**config.mk**
```make
export PLATFORM = sky130hd
export DESIGN_NAME = c_region_fifo_ctrl
export DESIGN_NICKNAME = d
export VERILOG_FILES = /design/src/rtl/c_region_fifo_ctrl.sv
export SDC_FILE = /design/constraint.sdc
export NUM_CORES = 1
export LEC_CHECK = 0
export BUFFER_PORTS_ARGS = -buffer_cell sky130_fd_sc_hd__buf_2
export CAP_MARGIN = 20
export CORE_MARGIN = 4
export CORE_UTILIZATION = 52
export CTS_CLUSTER_DIAMETER = 60
export DETAILED_ROUTE_END_ITERATION = 16
export PLACE_DENSITY = 0.85
export SLEW_MARGIN = 20
export SYNTH_ARGS = -nofsm -noshare
export SYNTH_HDL_FRONTEND = slang
export SYNTH_SLANG_ARGS = --single-unit
```
**constraint.sdc**
```tcl
create_clock -name clk -period 3.8 [get_ports clk]
set_input_delay 0.38 -clock clk [delete_from_list [all_inputs] [get_ports clk]]
set_output_delay 0.38 -clock clk [all_outputs]
set_load 0.03 [all_outputs]
```
**src/rtl/c_region_fifo_ctrl.sv**
```systemverilog
// c_region_fifo_ctrl: pointer/occupancy control for one VC region [min_addr, max_addr] of a shared buffer; optional sticky errors under C_REGION_FIFO_ERR_CHECK_EN.
// Latency: write/read address valid in the same cycle as the accepted op; count/empty/full update one edge later.
// Backpressure: push_ok drops when full unless a pop frees the slot; pop_ok drops when empty; flush blocks both.
module c_region_fifo_ctrl #(
  parameter int addr_width = 4,
  parameter int min_addr   = 4,
  parameter int max_addr   = 7,
  localparam int depth     = max_addr - min_addr + 1,
  localparam int cnt_width = $clog2(depth + 1)
) (
  input  logic                  clk,
  input  logic                  reset,
  input  logic                  push,
  input  logic                  pop,
  input  logic                  flush,
  output logic [addr_width-1:0] write_addr,
  output logic [addr_width-1:0] read_addr,
  output logic                  push_ok,
  output logic                  pop_ok,
  output logic [cnt_width-1:0]  count,
  output logic                  empty,
  output logic                  full,
  output logic [1:0]            errors
);

  localparam logic [addr_width-1:0] min_a   = addr_width'(min_addr);
  localparam logic [addr_width-1:0] max_a   = addr_width'(max_addr);
  localparam logic [cnt_width-1:0]  depth_c = cnt_width'(depth);

  logic [addr_width-1:0] wr_ptr_q, rd_ptr_q, wr_ptr_nxt, rd_ptr_nxt;
  logic [cnt_width-1:0]  count_q, count_nxt;
  logic                  empty_q, full_q;

  // Pointers walk downward and wrap from min_addr back to max_addr.
  function automatic logic [addr_width-1:0] decr(input logic [addr_width-1:0] x);
    return (x == min_a) ? max_a : x - addr_width'(1);
  endfunction

  // A pop may free the slot a same-cycle push needs, so push acceptance looks at pop_ok.
  assign pop_ok  = pop & ~flush & ~empty_q;
  assign push_ok = push & ~flush & (~full_q | pop_ok);

  // Next pointers and occupancy; flush returns the region to its reset state.
  always_comb begin
    wr_ptr_nxt = wr_ptr_q;
    rd_ptr_nxt = rd_ptr_q;
    count_nxt  = count_q;
    if (flush) begin
      wr_ptr_nxt = max_a;
      rd_ptr_nxt = max_a;
      count_nxt  = '0;
    end else begin
      if (push_ok) wr_ptr_nxt = decr(wr_ptr_q);
      if (pop_ok)  rd_ptr_nxt = decr(rd_ptr_q);
      case ({push_ok, pop_ok})
        2'b10:   count_nxt = count_q + cnt_width'(1);
        2'b01:   count_nxt = count_q - cnt_width'(1);
        default: count_nxt = count_q;
      endcase
    end
  end

  // State register; empty/full are registered so outputs have no input-to-output path.
  always_ff @(posedge clk or negedge reset) begin
    if (!reset) begin
      wr_ptr_q <= max_a;
      rd_ptr_q <= max_a;
      count_q  <= '0;
      empty_q  <= 1'b1;
      full_q   <= 1'b0;
    end else begin
      wr_ptr_q <= wr_ptr_nxt;
      rd_ptr_q <= rd_ptr_nxt;
      count_q  <= count_nxt;
      empty_q  <= (count_nxt == '0);
      full_q   <= (count_nxt == depth_c);
    end
  end

  assign write_addr = wr_ptr_q;
  assign read_addr  = rd_ptr_q;
  assign count      = count_q;
  assign empty      = empty_q;
  assign full       = full_q;

`ifdef C_REGION_FIFO_ERR_CHECK_EN
  logic [1:0] err_q;

  // Sticky {overflow, underflow}: only reset clears them, flush does not.
  always_ff @(posedge clk or negedge reset) begin
    if (!reset) begin
      err_q <= 2'b00;
    end else begin
      if (push & full_q & ~pop & ~flush) err_q[1] <= 1'b1;
      if (pop & empty_q & ~flush)        err_q[0] <= 1'b1;
    end
  end

  assign errors = err_q;
`else
  assign errors = 2'b00;
`endif

endmodule

```
* Word level (Yosys, flattened, before mapping) *
Index checks and enable logic that the tools add are counted.

storage, ports and cells
  output and inout port bits = 17
  logic and storage cells = 33
  flip-flop bits (word level) = 13
  input bits = 5

operators by class
  reduce and logical (&&, ||, !) cells = 3
  add/sub/neg operators = 4
  equal/unequal tests = 5
  mux-type cells = 8
  bitwise logic cells = 8

operator list
  kind                   count
  $mux W4                6
  $eq A4 B3 Y1 const B   2
  $sub A4 B1 Y4 const B  2
  $pmux W3 S2            1
  $and A1 B1 Y1          4
  $reduce_bool A2 Y1     2
  $add A3 B1 Y3 const B  1
  $eq A3 B3 Y1 const B   1
  $logic_not A3 Y1       1
  $mux W3                1
  $not A1 Y1             3
  $sub A3 B1 Y3 const B  1
  $eq A2 B1 Y1 const B   1
  $eq A2 B2 Y1 const B   1
  $or A1 B1 Y1           1

* Depth between registers and ports, before layout *
  depth in word-level cells = 9
  gate-level depth with buffers = 9
  depth with buffers taken out = 9

* Worst setup path after synthesis *
Ideal clock, no wire load.

  path kind = register -> register
  start point = register empty_q (netlist: empty)
  end point = register full_q (netlist: full)
  period minus slack after synthesis = 2.392 ns
  path buffers = 0
  library setup time = 0.073 ns
  cell stages (with the launch flop) = 10
  data arrival time = 2.320 ns
  setup slack = 1.408 ns
  required time = 3.727 ns
  cell sequence = dfstp_2 nor2b_1 o21ai_2 or2_2 ha_1 fa_1 xnor2_1 or3_1 a21oi_2 nor2b_1

on the way
  cells in the longest elaborated chain, start to end = 8
  elaborated cells on any way between the ends = 9
  classes of those cells = eq/ne: 3; mux: 2; bitwise: 4

ends and longest elaborated chain
  element                                       line  RTL
  from (decl)                                   32    logic empty_q, full_q;
  from (signal assigned)                        75    empty_q <= (count_nxt == '0);
  $not A1 Y1 *                                  40    assign pop_ok = pop & ~flush & ~empty_q;
  $and A1 B1 Y1 *                               40
  $or A1 B1 Y1                                  41    assign push_ok = push & ~flush & (~full_q | pop_ok);
  $and A1 B1 Y1                                 41
  $eq A2 B1 Y1 or $eq A2 B2 Y1 (tied branches)  55    case ({push_ok, pop_ok})
  $pmux W3 S2 *                                 55
  $mux W3 *                                     48    if (flush) begin
  net count_nxt[2]                              31    logic [cnt_width-1:0] count_q, count_nxt;
  $eq A3 B3 Y1 *                                76    full_q <= (count_nxt == depth_c);
  to (signal assigned)                          76
  to (decl)                                     32

Mark *: on every way through the listed nets, which the timed path passes. The rest lies on a longest branch.
A chain may end at the register's enable or synchronous reset.

* Worst setup path after layout *
Ends and elaborated chain as after synthesis.

==> flow_metrics.tcl <==
set metrics [dict create \
    status "finished, final reports clean" \
    gr-usage-all-layers_pct 14.8 \
    seq_area_um2 334 \
    synthArstFlopShare_pct 100 \
    grt_overflow 0 \
    rows 12 \
    cts-root-buf "clkbuf_4" \
    yosysTopAreaCellShare_pct 26.2 \
    dp.cells 99 \
    min_to "read_addr[3]" \
    leakage_nw 0.424 \
    grt_max_degree 16 \
    dp_hpwl_um 947 \
    viasPerCell 5.22 \
    combPwrFrac_pct 22.6 \
    ant_nets 0 \
    route.vias.total 543 \
    max_cap_viol_count 0 \
    core_um2 1190 \
    min_from "flush" \
    numClockSinks 13 \
    fillCellCount 92 \
    io_pins 22 \
    synth.area.top_cells "dfstp_2 (26%), dfrtp_1 (21%), ha_1 (5.3%), nor2_1 (4.3%), inv_1 (3.7%)" \
    rsz0062_at_grt "no" \
    port-buffer-count 19 \
    yosysSeqAreaShare_pct 47.5 \
    fmax_mhz 410 \
    start_util_pct 59.3 \
    ir_drop_mv 0.269 \
    clkPwrFrac_pct 26.5 \
    ys_top_cells_by_count "nor2_1 (8), dfstp_2 (7), inv_1 (7), dfrtp_1 (6)" \
    start_kind "flop" \
    reg2reg_depth 9 \
    syn_area_um2 703 \
    cts_max_level 1 \
    grt_pass1_wl_um 2150 \
    fin_skew_ns 0.00213 \
    path_clk_slew_ns 0.08 \
    power_density_nw_per_um2 371 \
    diodes 0 \
    die_w_um 44.8 \
    synth_edf_count 0 \
    syn_to_final_growth_pct 19.0 \
    yosys_register_bits 13 \
    layout-drive-gt1-share_pct 36.7 \
    wl_per_cell_um 11.5 \
    cp_max_fo 6 \
    ys_types 31 \
    avgSynthCellArea_um2 10.3 \
    remaining_drc_errors 0 \
    numCtsBuffers 3 \
    fin_crit_ns 2.44 \
    gp_congestion 0.777 \
    final_max_slew_viol_count 0 \
    netlist_instances 68 \
    cts_tree "yes" \
    holdCritPathClass "input port to flop" \
    grt_pass1_vias 522 \
    hold_depth 2 \
    pwr-share-seq_pct 51.0 \
    whs_ns 0.463 \
    yosys.area.top_type "dfstp_2" \
    setup_tns_ns 0 \
    die-area_um2 2000 \
    place_ws_ns 1.23 \
    nets 100 \
    wirelength_um 1200 \
    fp.dieH_um 44.8 \
    timing.slew.headroom_pct 66.0 \
    rr_endpoint "full" \
    setup_viol 0 \
    multi_input_area_um2 328 \
    ys_warn_count 0 \
    ff2ff_setup_slack_ns 1.36 \
    critPathArrivalTime_ns 2.64 \
    synth-main-ff-cell "dfstp_2" \
    finalCritPeriodShare_pct 64.2 \
    hold_viol 0 \
    p_int_w 0.000214 \
    r2r-start "empty" \
    netSwitchingPower_w 0.0000959 \
    fin_ws_ns 1.36 \
    cp.required_ns 4.00 \
    finalNonFillerCells 104 \
    yosys.cell_count.top_type "nor2_1" \
    timing.critical_path.to_type "flop" \
    cts_resized 0 \
    first_pass_iters 4 \
    worstSkewPairLatency_ns 0.26 \
    tightest_slew_ns 0.508 \
    antenna_found_initial 0 \
    path_class "flop to flop" \
    p_sw_share_pct 30.9 \
    cts_buffer_depth 2 \
    drt_iter0_drc 5 \
]
## placed cells by master (no fill, tap or decap), drive strengths merged, types with 2 or more instances in the layout
cell type   n
nor2b       2
a21oi       3
dfstp       7
inv         7
dfrtp       6
nand2b      2
xnor2       3
buf        19
xor2        3
o21ai       3
conb        2
nor3b       2
clkbuf      4
nor3        3
ha          3
nor2        8
## flip-flops by register name, summed over array words and instances, names as in the netlist
register / cells
read_addr: 4
write_addr: 4
count: 3
empty: 1
full: 1
## worst max-delay path by stage
stage,from,slack [ns],depth (start not counted),end
2_1_floorplan,empty,1.41,9,full
3_3_place_gp,pop,1.29,10,full
3_5_place_dp,pop,1.23,10,full
4_1_cts,empty,1.33,9,full
5_1_grt,empty,1.16,9,full
6_report,empty,1.36,9,full
## cell type report
| type | count | share of cell area [%] |
|---|---|---|
| tap | 14 | 2.09 |
| inverter | 7 | 3.14 |
| clock buffer | 4 | 3.14 |
| sequential | 13 | 39.9 |
| timing repair buffer | 20 | 12.6 |
| multi-input combinational | 46 | 39.2 |
## worst max-delay path: stages, from the launching register on
cell,delay (ns)
dfstp_2,0.38
nor2b_1,0.17
o21ai_2,0.13
or2_2,0.31
ha_1,0.24
fa_1,0.39
xnor2_1,0.14
or3_1,0.32
a21oi_2,0.17
nor2b_1,0.13
## power groups by stage
stage / Sequential (W) / Combinational, W / Clock (W)
final: 0.000158 / 0.0000699 / 0.0000822
after global routing: 0.000160 / 0.0000782 / 0.0000916
after CTS: 0.000158 / 0.0000711 / 0.0000840
after detailed placement: 0.000161 / 0.0000702 / 0
after global placement: 0.000160 / 0.0000686 / 0
after floorplan: 0.000177 / 0.0000359 / 0
## stage by stage
step / cell area [um^2] / utilization (%) / power [W]
2_1_floorplan: 707 / - / 0.000213
3_3_place_gp: 801 / 67.5 / 0.000229
3_5_place_dp: 801 / 67.5 / 0.000231
4_1_cts: 837 / 70.6 / 0.000313
5_1_grt: 837 / 70.6 / 0.000330
6_report: 837 / 70.6 / 0.000310
## kinds of logic after synthesis
| group | count (synthesis) | share of synthesized area [%] |
|---|---|---|
| AND/OR/NAND/NOR | 22 | 17.4 |
| multiplexers | 1 | 1.42 |
| AO/OA/AOI/OAI | 11 | 11.0 |
| adder cells (fa/ha/maj) | 4 | 8.19 |
| XOR/XNOR | 6 | 7.47 |
| flip-flops | 13 | 47.5 |
| other | 1 | 0.533 |
| buffers and inverters | 10 | 6.41 |
## layer usage
| layer | vias up | wire length, um | GRT usage [%] |
|---|---|---|---|
| met5 | - | 0 | 0 |
| met4 | 0 | 8 | 7.02 |
| met3 | 2 | 84 | 2.39 |
| met2 | 15 | 630 | 26.1 |
| met1 | 261 | 475 | 17.3 |
| li1 | 265 | - | - |
## timing repair
item	4_1_cts	5_1_grt
buffers inserted	0	0
hold buffers	1	0
endpoints found under the hold margin	6	0
(Power assumes the default switching activity.)
